--- src/rtl/nac_instr_if.sv ---
// Instruction hand-off bus between the NAC assembler and the execute stage.
interface nac_instr_if #(
  parameter int unsigned MAX_ARGS = 4
);
  logic                      instr_valid;
  logic                      instr_ready;
  logic [7:0]                instr_opcode;
  logic [7:0]                instr_argc;
  logic [16*MAX_ARGS-1:0]    instr_args;
  logic [31:0]               instr_pc;

  modport master (
    output instr_valid, instr_opcode, instr_argc, instr_args, instr_pc,
    input  instr_ready
  );

  modport slave (
    input  instr_valid, instr_opcode, instr_argc, instr_args, instr_pc,
    output instr_ready
  );
endinterface

--- src/rtl/nac_instr_assembler.sv ---
// NAC instruction assembler: pulls bytes from the fetcher, builds
// opcode/argc/operand instructions and owns redirect/flush sequencing.
module nac_instr_assembler #(
  parameter int unsigned MAX_ARGS = 4,
  parameter int unsigned ARGC_W   = 8
) (
  input  logic        clk,
  input  logic        rst_n,
  output logic        fetch_byte_req,
  input  logic [7:0]  fetch_byte_data,
  input  logic        fetch_byte_valid,
  input  logic        fetch_busy,
  output logic        fetch_flush,
  output logic [31:0] fetch_start_addr,
  input  logic        redirect,
  input  logic [31:0] redirect_addr,
  nac_instr_if.master instr,
  output logic        err_argc
);

  localparam int unsigned IDX_W  = $clog2(2 * MAX_ARGS);
  localparam int unsigned CNT_W  = IDX_W + 1;
  localparam int unsigned ARGS_W = 16 * MAX_ARGS;

  typedef enum logic [2:0] {
    S_HALT, S_OPC, S_ARGC, S_ARGS, S_OUT, S_FLUSH, S_ERR
  } state_e;

  state_e              state_q;
  logic [31:0]         pc_q;
  logic                pend_q;
  logic [IDX_W-1:0]    idx_q;
  logic [ARGS_W-1:0]   args_q;
  logic [7:0]          opcode_q;
  logic [ARGC_W-1:0]   argc_q;
  logic [31:0]         ipc_q;
  logic                valid_q;
  logic                flush_q;
  logic [31:0]         start_q;
  logic                err_q;

  logic                fetching_c;
  logic                accept_c;
  logic                last_c;
  logic [CNT_W-1:0]    need_c;
  logic [CNT_W-1:0]    remain_c;

  // Request only what the current field still needs, counting the byte in flight.
  always_comb begin
    fetching_c     = (state_q == S_OPC) || (state_q == S_ARGC) || (state_q == S_ARGS);
    need_c         = {argc_q[IDX_W-1:0], 1'b0};
    remain_c       = (state_q == S_ARGS) ? (need_c - {1'b0, idx_q}) : CNT_W'(1);
    last_c         = (({1'b0, idx_q} + CNT_W'(1)) == need_c);
    accept_c       = fetch_byte_valid && pend_q && !redirect && fetching_c;
    fetch_byte_req = fetching_c && !redirect && (remain_c > CNT_W'(pend_q));
  end

  // Assembly state machine; redirect overrides every state.
  always_ff @(posedge clk or negedge rst_n) begin
    if (!rst_n) begin
      state_q  <= S_HALT;
      pc_q     <= '0;
      pend_q   <= 1'b0;
      idx_q    <= '0;
      args_q   <= '0;
      opcode_q <= '0;
      argc_q   <= '0;
      ipc_q    <= '0;
      valid_q  <= 1'b0;
      flush_q  <= 1'b0;
      start_q  <= '0;
      err_q    <= 1'b0;
    end else begin
      pend_q  <= fetch_byte_req && !fetch_busy;
      flush_q <= 1'b0;
      if (redirect) begin
        state_q <= S_FLUSH;
        flush_q <= 1'b1;
        start_q <= redirect_addr;
        pc_q    <= redirect_addr;
        valid_q <= 1'b0;
        err_q   <= 1'b0;
      end else begin
        case (state_q)
          S_FLUSH: state_q <= S_OPC;
          S_OPC: begin
            if (accept_c) begin
              opcode_q <= fetch_byte_data;
              ipc_q    <= pc_q;
              pc_q     <= pc_q + 32'd1;
              state_q  <= S_ARGC;
            end
          end
          S_ARGC: begin
            if (accept_c) begin
              argc_q <= fetch_byte_data;
              pc_q   <= pc_q + 32'd1;
              args_q <= '0;
              idx_q  <= '0;
              if (fetch_byte_data > ARGC_W'(MAX_ARGS)) begin
                err_q   <= 1'b1;
                state_q <= S_ERR;
              end else if (fetch_byte_data == '0) begin
                valid_q <= 1'b1;
                state_q <= S_OUT;
              end else begin
                state_q <= S_ARGS;
              end
            end
          end
          S_ARGS: begin
            if (accept_c) begin
              args_q[{idx_q, 3'b000} +: 8] <= fetch_byte_data;
              pc_q  <= pc_q + 32'd1;
              idx_q <= idx_q + IDX_W'(1);
              if (last_c) begin
                valid_q <= 1'b1;
                state_q <= S_OUT;
              end
            end
          end
          S_OUT: begin
            if (instr.instr_ready) begin
              valid_q <= 1'b0;
              state_q <= S_OPC;
            end
          end
          default: ;
        endcase
      end
    end
  end

  assign fetch_flush        = flush_q;
  assign fetch_start_addr   = start_q;
  assign err_argc           = err_q;
  assign instr.instr_valid  = valid_q;
  assign instr.instr_opcode = opcode_q;
  assign instr.instr_argc   = argc_q;
  assign instr.instr_args   = args_q;
  assign instr.instr_pc     = ipc_q;

endmodule

--- src/flat_wrapper.sv ---
// flat-port wrapper written by rule: the top's interface ports become plain ports
module nac_instr_assembler_flat 
#(
  parameter int unsigned MAX_ARGS = 4,
  parameter int unsigned ARGC_W   = 8
)
  (clk, rst_n, fetch_byte_req, fetch_byte_data, fetch_byte_valid, fetch_busy, fetch_flush, fetch_start_addr, redirect, redirect_addr, err_argc, instr_instr_valid, instr_instr_opcode, instr_instr_argc, instr_instr_args, instr_instr_pc, instr_instr_ready);
  nac_instr_if #(.MAX_ARGS(MAX_ARGS)) instr_i ();
  input  logic clk;
  input  logic rst_n;
  output logic fetch_byte_req;
  input  logic [7:0] fetch_byte_data;
  input  logic fetch_byte_valid;
  input  logic fetch_busy;
  output logic fetch_flush;
  output logic [31:0] fetch_start_addr;
  input  logic redirect;
  input  logic [31:0] redirect_addr;
  output logic err_argc;
  output wire logic [$bits(instr_i.instr_valid)-1:0] instr_instr_valid;
  output wire logic [$bits(instr_i.instr_opcode)-1:0] instr_instr_opcode;
  output wire logic [$bits(instr_i.instr_argc)-1:0] instr_instr_argc;
  output wire logic [$bits(instr_i.instr_args)-1:0] instr_instr_args;
  output wire logic [$bits(instr_i.instr_pc)-1:0] instr_instr_pc;
  input wire logic [$bits(instr_i.instr_ready)-1:0] instr_instr_ready;
  assign instr_instr_valid = instr_i.instr_valid;
  assign instr_instr_opcode = instr_i.instr_opcode;
  assign instr_instr_argc = instr_i.instr_argc;
  assign instr_instr_args = instr_i.instr_args;
  assign instr_instr_pc = instr_i.instr_pc;
  assign instr_i.instr_ready = instr_instr_ready;
  nac_instr_assembler #(.MAX_ARGS(MAX_ARGS), .ARGC_W(ARGC_W)) u_core (.clk(clk), .rst_n(rst_n), .fetch_byte_req(fetch_byte_req), .fetch_byte_data(fetch_byte_data), .fetch_byte_valid(fetch_byte_valid), .fetch_busy(fetch_busy), .fetch_flush(fetch_flush), .fetch_start_addr(fetch_start_addr), .redirect(redirect), .redirect_addr(redirect_addr), .instr(instr_i), .err_argc(err_argc));
endmodule
--- config.mk ---
export PLATFORM = sky130hd
export DESIGN_NAME = nac_instr_assembler_flat
export DESIGN_NICKNAME = d
export VERILOG_FILES = /design/src/rtl/nac_instr_if.sv /design/src/rtl/nac_instr_assembler.sv /design/src/flat_wrapper.sv
export SDC_FILE = /design/constraint.sdc
export NUM_CORES = 1
export LEC_CHECK = 0
export BUFFER_PORTS_ARGS = -buffer_cell sky130_fd_sc_hd__buf_2
export CAP_MARGIN = 20
export CORE_MARGIN = 5
export CORE_UTILIZATION = 58
export CTS_CLUSTER_DIAMETER = 150
export CTS_CLUSTER_SIZE = 30
export DETAILED_ROUTE_END_ITERATION = 10
export HOLD_SLACK_MARGIN = 0.05
export PLACE_DENSITY = 0.93
export SETUP_SLACK_MARGIN = 0.3
export SLEW_MARGIN = 25
export SYNTH_ARGS = -nofsm -noshare
export SYNTH_HDL_FRONTEND = slang
export SYNTH_SLANG_ARGS = --single-unit
--- constraint.sdc ---
create_clock -name clk -period 5.05 [get_ports clk]
set_clock_uncertainty 0.15 [all_clocks]
set_input_delay 0.2525 -clock clk [delete_from_list [all_inputs] [get_ports clk]]
set_output_delay 0.2525 -clock clk [all_outputs]
set_load 0.01 [all_outputs]
==> metrics.md, run 1 <==
| Metric | Value |
|---|---|
| Largest stage delay on the critical path | `0.60 ns` |
| Nets@finish | `1008` |
| Unique masters post-synth | `slightly below 60` |
| Fmax | `319 MHz` |
| Hold path startpoint | `fetch_byte_data[5]` |
| Sequential cell area | `between 4000 and 5000 um2` |
| Post-Layout Inst Area | `just over 10000 um2` |
| Rows | `43` |
| Cells along the critical path | `nor2b_1 > nand2_1 > nor2_1 > ha_1 > nor4_1 > nor2_1 > a21oi_1 > buf_2` |
| Root buf cell | `clkbuf_16` |
| Area of the die | `16600 um2` |
| TritonCTS clock tree | `built` |
| Worst path slowest cell | `dfrtp_1` |
| Psw | `0.843 mW` |
| Fraction of registers with async set/reset | `100%` |
| Mapped cell area | `8180 um2` |
| Pre-antenna DRT Iters | `8` |
| Vias per inst | `between 6 and 7` |
| RSZ-0062 raised after global routing | `false` |
| Layout Area Growth over Synthesis | `25.2%` |
| Hold WS | `between 0.05 and 0.06 ns` |
| Initial Util | `59.1%` |
| Hold crit path type | `in -> reg` |
| Max_cap viols | `0` |
| Worst-Margin Slew | `1.08 ns` |
| Final ANT Viol Nets | `0` |
| Final Cycle Share | `62.0%` |
| # fillers | `about 900` |
| Chip Height | `129 um` |
| Worst-Skew Late Latency | `about 0.43 ns` |
| Setup tns final | `0 ns` |
| Power per cell area | `between 300 and 400 nW/um2` |
| Buffers added on ports | `193` |
| Commonest cells after routing, fill and taps aside | `buf_2 (191), dfrtp_1 (186), nand2_1 (83), o21ai_0 (71)` |
| Vias | `6898` |
| Ys Warns | `0` |
| CP Capture Type | `output port` |
| Vias in the first global route | `6932` |
| Mapped Nets | `794` |
| Worst-path clk slew | `0.07 ns` |
| CP startpoint kind | `flip-flop` |
| CTS buffer count | `17` |
| Buf/Inv on CP | `1` |
| CTS H-tree depth | `4` |
| Worst r2r src | `u_core.idx_q[0]$_DFFE_PN0P_` |
| Gate power share | `10.0%` |
| Total gr overflow | `0` |
| Endpoints failing setup | `0` |
| Max_slew headroom | `27.4%` |
| DRC | `0` |
| Routed WL | `around 23 mm` |
| Initial antenna violation count | `0` |
| Post-layout minimum cycle time | `roughly 3.1 ns` |
| Post-CTS Setup Bufs | `0` |
| Clk buf depth | `2` |
| Pin count of the biggest net entering global routing | `105` |
| Placeable Area | `between 10000 and 15000 um2` |
| DP Area | `between 9000 and 10000 um2` |
| Switching part of the total | `24.8%` |
| Gpl congestion | `0.865` |
| Seq cells post-synth | `186` |
| Slew Limit Fails | `0` |
| Area of the multi-input gates | `3230 um2` |
| CP startpoint | `u_core.state_q[1]$_DFFE_PN0P_` |
| Outcome | `completed` |
| Data arrival, critical path | `2.73 ns` |
| Most frequent cell on the critical path | `nor2_1` |
| Syn Inst Count | `736` |
| Post-CTS resize count | `0` |
| Share of total power in the clock network | `about 41%` |
| WP data required | `4.65 ns` |
| Post-synth EDFFs | `0` |
| Final Hold Viols | `0` |
| Sequential-to-total area share from yosys stat | `56.9%` |
| Crit-path leading delay family | `simple AND/OR/NAND/NOR gates` |
| VDD IR-drop max | `0.000279 V` |
| Post-Syn Area per Cell | `~11 um2` |
| Overall global routing resource usage | `between 20% and 30%` |
| Top_reg_cell synth | `dfrtp_1` |
| Max FO, Critical Path | `11` |
| Sink Count | `186` |
| Leakage power | `5.17 nW` |
| Most common cell after layout, fill and taps aside | `buf_2` |
| Per-cell routed wire length | `20.4 um` |
| Share of cells above drive strength 1 | `between 30 and 40%` |
| Internal power | `2.55 mW` |
| DPL Wire Length | `about 15 mm` |
| First-pass GRT wire length | `37.1 mm` |
| DR iter-0 viols | `between 800 and 900` |
| WS Path Type | `reg -> out` |
| Seq pwr share | `48.8%` |
| Num ports | `194` |
| Die Wd | `129 um` |
power groups by stage:
stage / Combinational (mW) / Sequential [mW] / Clock [mW]
6_report: 0.340 / 1.66 / 1.40
5_1_grt: 0.376 / 1.67 / 1.47
4_1_cts: 0.339 / 1.65 / 1.41
3_5_place_dp: 0.313 / 1.68 / 0
3_3_place_gp: 0.302 / 1.67 / 0
2_1_floorplan: 0.135 / 1.69 / 0
per-stage QoR:
stage                     std cells  power [mW]  utilization, %  worst slack, ns
after global placement         1075        1.97            66.9             2.20
after CTS                      1141        3.40            74.0             1.92
after detailed placement       1075        1.99            66.9             2.15
after global routing           1141        3.52            74.0             1.63
final                          1142        3.39            74.1             1.92
after floorplan                 736        1.82               -             2.46
flip-flops by register name, summed over array words and instances, names as in the netlist:
register and count:
u_core.fetch_flush 1, u_core.instr.instr_valid 1, u_core.instr.instr_opcode 8, u_core.err_argc 1
u_core.instr.instr_args 64, u_core.idx_q 3, u_core.pc_q 32, u_core.instr.instr_argc 8
u_core.state_q 3, u_core.pend_q 1, u_core.fetch_start_addr 32, u_core.instr.instr_pc 32
metal layers:
metal	vias up	GRT usage, %	share of wire (%)
met5	-	0	0
met4	0	15.3	4.6
met3	104	6.64	8.5
met2	412	45.0	48
met1	3361	37.7	39
li1	3021	-	-
logic make-up after synthesis:
family	count (synthesis)	share of synthesized area, %
DFF	186	56.9
buffers and inverters	79	3.70
AOI/OAI and AO/OA	160	13.3
xor gates and xnor gates	27	3.06
and+or+nand+nor	220	13.9
muxes	52	7.15
adders and majority gates	12	2.02
cell type report:
cell class / count / area share [%]
Sequential cell: 186 / 45.5
Antenna cell: 1 / 0.0244
Clock buffer: 21 / 4.69
Timing Repair Buffer: 231 / 13.2
Clock inverter: 9 / 1.36
Inverter: 43 / 1.58
Multi-Input combinational cell: 471 / 31.5
Tap cell: 180 / 2.20
timing repair:
action,CTS,global route
endpoints found under the hold margin,166,0
endpoints found under the setup margin,0,0
hold buffers,36,0
path summary, 6_finish.rpt:
kind,depth (start not counted),endpoint,slack (ns)
max in group asynchronous,3,u_core.instr.instr_pc[23]$_DFFE_PN0P_,3.28
worst max-delay path,8,fetch_byte_req,1.92
worst min register to register,2,u_core.instr.instr_args[35]$_DFFE_PN0P_,0.32
min in group asynchronous,2,u_core.instr.instr_args[63]$_DFFE_PN0P_,0.35
worst max register to register,6,u_core.instr.instr_args[25]$_DFFE_PN0P_,2.02
worst min-delay path,3,u_core.instr.instr_args[37]$_DFFE_PN0P_,0.06
worst min-delay path, stage by stage:
cell and delay, ns:
buf_2 0.19, nand3_1 0.10, nand2_1 0.05
synthesized netlist by cell type, types with 3 or more instances:
library cell / n / area share [%]
a211oi_1: 4 / 0.37
or2_2: 3 / 0.23
a21oi_1: 8 / 0.49
and3_1: 4 / 0.31
mux2_2: 51 / 7.0
inv_1: 43 / 2.0
nor2b_1: 6 / 0.46
a21o_1: 4 / 0.37
nor4_1: 8 / 0.61
a22o_1: 51 / 5.5
or3_1: 6 / 0.46
clkbuf_1: 27 / 1.2
nand2_1: 84 / 3.9
ha_1: 10 / 1.5
a22oi_1: 3 / 0.28
o31ai_1: 8 / 0.73
nor2_1: 31 / 1.4
nor3b_1: 3 / 0.28
dfrtp_1: 186 / 57
nand2b_1: 3 / 0.23
nand4_1: 17 / 1.3
nor3_1: 10 / 0.61
nand3_1: 24 / 1.5
buf_1: 6 / 0.28
xor2_1: 15 / 1.6
o21ai_0: 71 / 4.3
xnor2_1: 11 / 1.2
Power figures use the tool's default switching activity.
==> inputs of run 2 (changes only) <==
--- a/config.mk
+++ b/config.mk
@@ -8,12 +8,12 @@
 export BUFFER_PORTS_ARGS = -buffer_cell sky130_fd_sc_hd__buf_2
 export CAP_MARGIN = 20
 export CORE_MARGIN = 5
-export CORE_UTILIZATION = 58
+export CORE_UTILIZATION = 54
 export CTS_CLUSTER_DIAMETER = 150
 export CTS_CLUSTER_SIZE = 30
 export DETAILED_ROUTE_END_ITERATION = 10
 export HOLD_SLACK_MARGIN = 0.05
-export PLACE_DENSITY = 0.93
+export PLACE_DENSITY = 0.88
 export SETUP_SLACK_MARGIN = 0.3
 export SLEW_MARGIN = 25
 export SYNTH_ARGS = -nofsm -noshare
==> constraint.sdc (replaced) <==
create_clock -name clk -period 3.24 [get_ports clk]
set_clock_uncertainty 0.15 [all_clocks]
set_input_delay 0.162 -clock clk [delete_from_list [all_inputs] [get_ports clk]]
set_output_delay 0.162 -clock clk [all_outputs]
set_load 0.01 [all_outputs]
==> metrics.md, run 2 (same netlist as run 1, synthesis figures left out) <==
| Metric | Value |
|---|---|
| Worst-Margin Slew | `0.756 ns (was 1.08 ns)` |
| Chip Height | `133 um (was 129 um)` |
| Max_cap viols | `0 (unchanged)` |
| Max_slew headroom | `49.4% (was 27.4%)` |
| Total gr overflow | `0 (unchanged)` |
| Data arrival, critical path | `2.44 ns (was 2.73 ns)` |
| Vias in the first global route | `6825 (was 6932)` |
| Rows | `45 (was 43)` |
| Worst Hold Depth | `3 (unchanged)` |
| Pre-antenna DRT Iters | `5 (was 8)` |
| Routed WL | `22.6 mm (was 23.3 mm)` |
| Slew Limit Fails | `0 (unchanged)` |
| Most common cell after layout, fill and taps aside | `buf_2 (unchanged)` |
| Layout Area Growth over Synthesis | `27.7% (was 25.2%)` |
| Clk buf depth | `2 (unchanged)` |
| Final WS setup | `0.484 ns (was 1.92 ns)` |
| # fillers | `1075 (was 889)` |
| Post-CTS Setup Bufs | `0 (unchanged)` |
| Die Wd | `133 um (was 129 um)` |
| TritonCTS clock tree | `built (unchanged)` |
| Hold WS | `0.119 ns (was 0.0597 ns)` |
| Placeable Area | `15000 um2 (was 13800 um2)` |
| Power per cell area | `525 nW/um2 (was 331 nW/um2)` |
| Vias per inst | `5.84 (was 6.04)` |
| Max FO, Critical Path | `14 (was 11)` |
| Fmax | `363 MHz` |
| Gpl congestion | `0.913 (was 0.865)` |
| Hold crit path type | `in -> reg (unchanged)` |
| Post-layout minimum cycle time | `2.76 ns` |
| DPL Wire Length | `14.8 mm (was 14.6 mm)` |
| Inserted Diodes | `0 (was 1)` |
| Worst-Skew Late Latency | `0.43 ns (about the same)` |
| Final Hold Viols | `0 (unchanged)` |
| VDD IR-drop max | `0.000327 V (was 0.000279 V)` |
| CP startpoint kind | `flip-flop (unchanged)` |
| Initial Util | `54.4% (was 59.1%)` |
| Initial antenna violation count | `0 (unchanged)` |
| Leakage power | `5.25 nW (was 5.17 nW)` |
| Setup tns final | `0 ns (unchanged)` |
| Pin count of the biggest net entering global routing | `82 (was 105)` |
| Overall global routing resource usage | `25.7% (was 28.8%)` |
| Num ports | `194 (unchanged)` |
| DRC | `0 (unchanged)` |
| Final Cycle Share | `85.1%` |
| DR iter-0 viols | `759 (was 840)` |
| Root buf cell | `clkbuf_16 (unchanged)` |
| Commonest cells after routing, fill and taps aside | `buf_2 (191), dfrtp_1 (182), nand2_1 (83), o21ai_0 (71) (was buf_2 (191), dfrtp_1 (186), nand2_1 (83), o21ai_0 (71))` |
| Worst-path clk slew | `0.06 ns (was 0.07 ns)` |
| WP data required | `2.93 ns (was 4.65 ns)` |
| CP Capture Type | `output port (unchanged)` |
| First-pass GRT wire length | `36.2 mm (was 37.1 mm)` |
| Share of cells above drive strength 1 | `31.5% (was 30.7%)` |
| Per-cell routed wire length | `19.5 um (was 20.4 um)` |
| Endpoints failing setup | `0 (unchanged)` |
| Vias | `6799 (was 6898)` |
| Sink Count | `186 (unchanged)` |
| WS Path Type | `reg -> out (unchanged)` |
| Pre-CTS setup slack | `0.500 ns (was 2.15 ns)` |
| Sequential cell area | `4660 um2 (was 4650 um2)` |
| RSZ-0062 raised after global routing | `false (unchanged)` |
| CTS H-tree depth | `4 (unchanged)` |
| Pwr Total | `5.48 mW (was 3.39 mW)` |
| Area of the die | `17700 um2 (was 16600 um2)` |
| CTS buffer count | `17 (unchanged)` |
| Buffers added on ports | `193 (unchanged)` |
| Reg2Reg Depth | `7 (was 6)` |
| Outcome | `completed (unchanged)` |
| Largest register FFs | `64 (unchanged)` |
| Final ANT Viol Nets | `0 (unchanged)` |
| Nets@finish | `1022 (was 1008)` |
| Area of the multi-input gates | `3230 um2 (about the same)` |
run 2: cell types whose count changed in the layout (fill, tap and decap cells not counted), sizes merged, moves of 2 or more:
cell         previous run  this run
buf                   195       200
clkbuf                 21        19
bufinv                  3         6
inv                    44        47
dlygate4sd3            36        44
run 2: where the power goes:
group          total [mW]  switching [mW]  internal (mW)
clock network        2.37           0.913           1.46
logic               0.545           0.309          0.236
registers            2.57           0.113           2.46
run 2: final cells by class:
cell class / count / area share (%)
sequential: 186 / 44.6
clock buffer: 18 / 4.11
timing repair buffer: 245 / 14.3
inverter: 43 / 1.55
tap: 188 / 2.25
clock inverter: 13 / 2.29
multi-input combinational: 471 / 30.9
run 2: routing by layer:
| metal | global-route usage (%) | wire length (um) | vias up |
|---|---|---|---|
| met1 | 34.2 | 9490 | 3377 |
| li1 | - | - | 3059 |
| met5 | 0 | 0 | - |
| met4 | 10.5 | 553 | 0 |
| met2 | 40.7 | 11100 | 317 |
| met3 | 6.24 | 1550 | 46 |
run 2: what timing repair did:
| item | in CTS | in global routing |
|---|---|---|
| gates cloned | 0 | 0 |
| hold endpoints to repair | 210 | 0 |
| hold buffers | 44 | 0 |
| setup endpoints to repair | 1 | 25 |
| resized for setup | 2 | 4 |
run 2: worst paths after layout:
path                                                            to  slack, ns                                    start
max                                                 fetch_byte_req       0.48            u_core.state_q[0]$_DFFE_PN0P_
min                                    u_core.idx_q[2]$_DFFE_PN0P_       0.12                                 redirect
max reg2reg                u_core.instr.instr_args[31]$_DFFE_PN0P_       0.49              u_core.idx_q[0]$_DFFE_PN0P_
min reg2reg                u_core.instr.instr_args[37]$_DFFE_PN0P_       0.33  u_core.instr.instr_args[37]$_DFFE_PN0P_
max in group asynchronous    u_core.instr.instr_pc[26]$_DFFE_PN0P_       1.91                                    rst_n
min in group asynchronous  u_core.instr.instr_args[60]$_DFFE_PN0P_       0.16                                    rst_n
run 2: per-stage QoR:
| step | util (%) | cell area [um2] | cells |
|---|---|---|---|
| 6_report | 69.5 | 10400 | 1164 |
| 5_1_grt | 69.5 | 10400 | 1164 |
| 4_1_cts | 69.4 | 10400 | 1164 |
| 3_5_place_dp | 62.0 | 9320 | 1089 |
| 3_3_place_gp | 62.0 | 9320 | 1089 |
| 2_1_floorplan | - | 8180 | 736 |
run 2: critical path, cell delays in order, from the launching register on:
cell and delay (ns):
dfrtp_2 0.52, buf_4 0.24, nand2_1 0.17, nor2_1 0.13
ha_1 0.25, nor4_2 0.30, nor2_1 0.11, a21oi_1 0.14
buf_2 0.15
==> inputs of run 3 (changes only) <==
--- a/config.mk
+++ b/config.mk
@@ -13,7 +13,7 @@
 export CTS_CLUSTER_SIZE = 30
 export DETAILED_ROUTE_END_ITERATION = 10
 export HOLD_SLACK_MARGIN = 0.05
-export PLACE_DENSITY = 0.88
+export PLACE_DENSITY_LB_ADDON = 0.15
 export SETUP_SLACK_MARGIN = 0.3
 export SLEW_MARGIN = 25
 export SYNTH_ARGS = -nofsm -noshare
==> metrics.md, run 3 (same netlist as run 1, synthesis figures left out) <==
| Metric | Value |
|---|---|
| Slew Limit Fails | `0 (unchanged)` |
| CP startpoint kind | `flip-flop (unchanged)` |
| Num ports | `194 (unchanged)` |
| First-pass GRT wire length | `36.1 mm (was 36.2 mm)` |
| Nets@finish | `1026 (was 1022)` |
| Total gr overflow | `0 (unchanged)` |
| Fmax | `364 MHz (was 363 MHz)` |
| Flop2flop setup slack | `0.55 ns (was 0.49 ns)` |
| DPL Wire Length | `15.2 mm (was 14.8 mm)` |
| RSZ-0062 raised after global routing | `true (was false)` |
| Vias in the first global route | `6684 (was 6825)` |
| Max FO, Critical Path | `13 (was 14)` |
| Final Cycle Share | `84.9% (was 85.1%)` |
| Layout Area Growth over Synthesis | `27.3% (was 27.7%)` |
| Max_cap viols | `0 (unchanged)` |
| CP startpoint | `u_core.state_q[0]$_DFFE_PN0P_ (unchanged)` |
| Placeable Area | `15000 um2 (unchanged)` |
| Final WS setup | `0.490 ns (was 0.484 ns)` |
| WP depth | `7 (was 8)` |
| Chip Height | `133 um (unchanged)` |
| CTS H-tree depth | `4 (unchanged)` |
| Share of total power in the clock network | `40.3% (was 43.2%)` |
| Internal power | `3.88 mW (was 4.15 mW)` |
| Worst r2r src | `u_core.idx_q[0]$_DFFE_PN0P_ (unchanged)` |
| Worst-path clk slew | `0.07 ns (was 0.06 ns)` |
| Worst-Skew Late Latency | `0.43 ns (about the same)` |
| Final ANT Viol Nets | `0 (unchanged)` |
| Root buf cell | `clkbuf_16 (unchanged)` |
| Vias per inst | `5.57 (was 5.84)` |
| Share of cells above drive strength 1 | `31.6% (was 31.5%)` |
| Most common cell after layout, fill and taps aside | `buf_2 (unchanged)` |
| DRC | `0 (unchanged)` |
| Endpoints failing setup | `0 (unchanged)` |
| Rows | `45 (unchanged)` |
| Crit-path leading delay family | `simple AND/OR/NAND/NOR gates (unchanged)` |
| Reg2Reg Depth | `7 (unchanged)` |
| Sink Count | `186 (unchanged)` |
| Per-cell routed wire length | `18.9 um (was 19.5 um)` |
| DR iter-0 viols | `423 (was 759)` |
| Placed cell count | `1090 (was 1089)` |
| Buf/Inv on CP | `1 (was 2)` |
| Inserted Diodes | `0 (unchanged)` |
| Overall global routing resource usage | `25.7% (about the same)` |
| R2R Path End | `u_core.instr.instr_args[27]$_DFFE_PN0P_ (was u_core.instr.instr_args[31]$_DFFE_PN0P_)` |
| WS Path Type | `reg -> out (unchanged)` |
| Initial antenna violation count | `0 (unchanged)` |
| Initial Util | `54.4% (unchanged)` |
| WP data required | `2.93 ns (about the same)` |
| Data arrival, critical path | `2.44 ns (about the same)` |
| TritonCTS clock tree | `built (unchanged)` |
| Commonest cells after routing, fill and taps aside | `buf_2 (191), dfrtp_1 (184), nand2_1 (83), o21ai_0 (71) (was buf_2 (191), dfrtp_1 (182), nand2_1 (83), o21ai_0 (71))` |
| CP Capture Type | `output port (unchanged)` |
| Area of the die | `17700 um2 (unchanged)` |
| Hold crit path type | `in -> async (was in -> reg)` |
| CTS buffer count | `17 (unchanged)` |
| Final Hold Viols | `0 (unchanged)` |
| Outcome | `completed (unchanged)` |
| Max_slew headroom | `46.8% (was 49.4%)` |
| Buffers added on ports | `193 (unchanged)` |
| Largest register FFs | `64 (unchanged)` |
| Die Wd | `133 um (unchanged)` |
| Worst path slowest cell | `dfrtp_1 (was dfrtp_2)` |
| Worst-Margin Slew | `0.795 ns (was 0.756 ns)` |
| VDD IR-drop max | `0.000307 V (was 0.000327 V)` |
| Gpl congestion | `0.954 (was 0.913)` |
| Psw | `1.31 mW (was 1.34 mW)` |
| Crit path to | `fetch_byte_req (unchanged)` |
| Clk buf depth | `2 (unchanged)` |
| Post-layout minimum cycle time | `2.75 ns (was 2.76 ns)` |
| Cells along the critical path | `nand2_1 > nor2_1 > ha_1 > nor4_2 > nor2_1 > a21oi_1 > buf_2 (was buf_4 > nand2_1 > nor2_1 > ha_1 > nor4_2 > nor2_1 > a21oi_1 > buf_2)` |
| Gate power share | `10.3% (was 9.9%)` |
| Routed WL | `22.1 mm (was 22.6 mm)` |
| Pin count of the biggest net entering global routing | `83 (was 82)` |
| Leakage power | `5.24 nW (was 5.25 nW)` |
| Pre-CTS setup slack | `0.519 ns (was 0.500 ns)` |
| Most frequent cell on the critical path | `nor2_1 (unchanged)` |
| Largest stage delay on the critical path | `0.59 ns (was 0.52 ns)` |
| Setup tns final | `0 ns (unchanged)` |
| Switching part of the total | `25.3% (was 24.4%)` |
| Final non-filler cell total | `1169 (was 1164)` |
| Seq pwr share | `49.4% (was 46.9%)` |
| Pre-antenna DRT Iters | `7 (was 5)` |
| Power per cell area | `499 nW/um2 (was 525 nW/um2)` |
| Pwr Total | `5.19 mW (was 5.48 mW)` |
| Vias | `6512 (was 6799)` |
-- run 3: changes by cell type in the layout (fill, tap and decap cells not counted), sizes merged --
cell      previous run  this run
clkinvlp             1         2
buf                200       204
clkbuf              19        21
bufinv               6         2
clkinv               2         4
-- run 3: area by class of cell --
type                       instances  area, um2
sequential                       186       4660
fill                            1136       4620
multi-input combinational        471       3240
timing repair buffer             249       1520
clock buffer                      20        457
tap                              188        235
inverter                          43        161
clock inverter                    12        138
-- run 3: worst register-to-register path: stages, from the launching register on --
cell	delay, ns
dfrtp_1	0.60
inv_1	0.19
ha_1	0.24
ha_1	0.49
o31ai_1	0.20
o21ai_0	0.19
nand2_1	0.21
a22o_1	0.32
-- run 3: metal layers --
metal | part of all wire, % | global-route usage [%]
met4 | 1.6 | 8.49
met3 | 6.1 | 5.70
met5 | 0 | 0
met2 | 47 | 39.6
met1 | 45 | 36.4
-- run 3: power by group through the flow --
| stage | sequential, mW | clock [mW] | combinational, mW |
|---|---|---|---|
| 2_1_floorplan | 2.63 | 0 | 0.210 |
| 3_3_place_gp | 2.60 | 0 | 0.484 |
| 3_5_place_dp | 2.61 | 0 | 0.496 |
| 4_1_cts | 2.57 | 2.13 | 0.540 |
| 5_1_grt | 2.59 | 2.24 | 0.599 |
| 6_report | 2.57 | 2.09 | 0.535 |
-- run 3: worst min path at each step --
stage	cells past startpoint	to	slack, ns	startpoint
finish	2	u_core.instr.instr_args[55]$_DFFE_PN0P_	0.18	rst_n
detailed placement	1	u_core.instr.instr_args[55]$_DFFE_PN0P_	0.09	rst_n
floorplan	0	u_core.err_argc$_DFFE_PN0P_	-0.28	rst_n
global route	2	u_core.instr.instr_args[52]$_DFFE_PN0P_	0.23	rst_n
CTS	2	u_core.instr.instr_args[55]$_DFFE_PN0P_	0.20	rst_n
global placement	1	u_core.instr.instr_args[55]$_DFFE_PN0P_	0.07	rst_n
-- run 3: stage by stage --
stage	cell area (um2)	hold slack, ns	utilization, %
3_5_place_dp	9330	0.0907	62.1
4_1_cts	10400	0.197	69.0
3_3_place_gp	9330	0.0740	62.1
5_1_grt	10400	0.232	69.3
2_1_floorplan	8180	-0.284	-
6_report	10400	0.179	69.3
-- run 3: repair_timing --
action,in CTS,in global routing
setup buffers,0,3
gates resized for setup,2,4
endpoints found under the hold margin,211,0
endpoints found under the setup margin,1,9
hold buffers,44,0
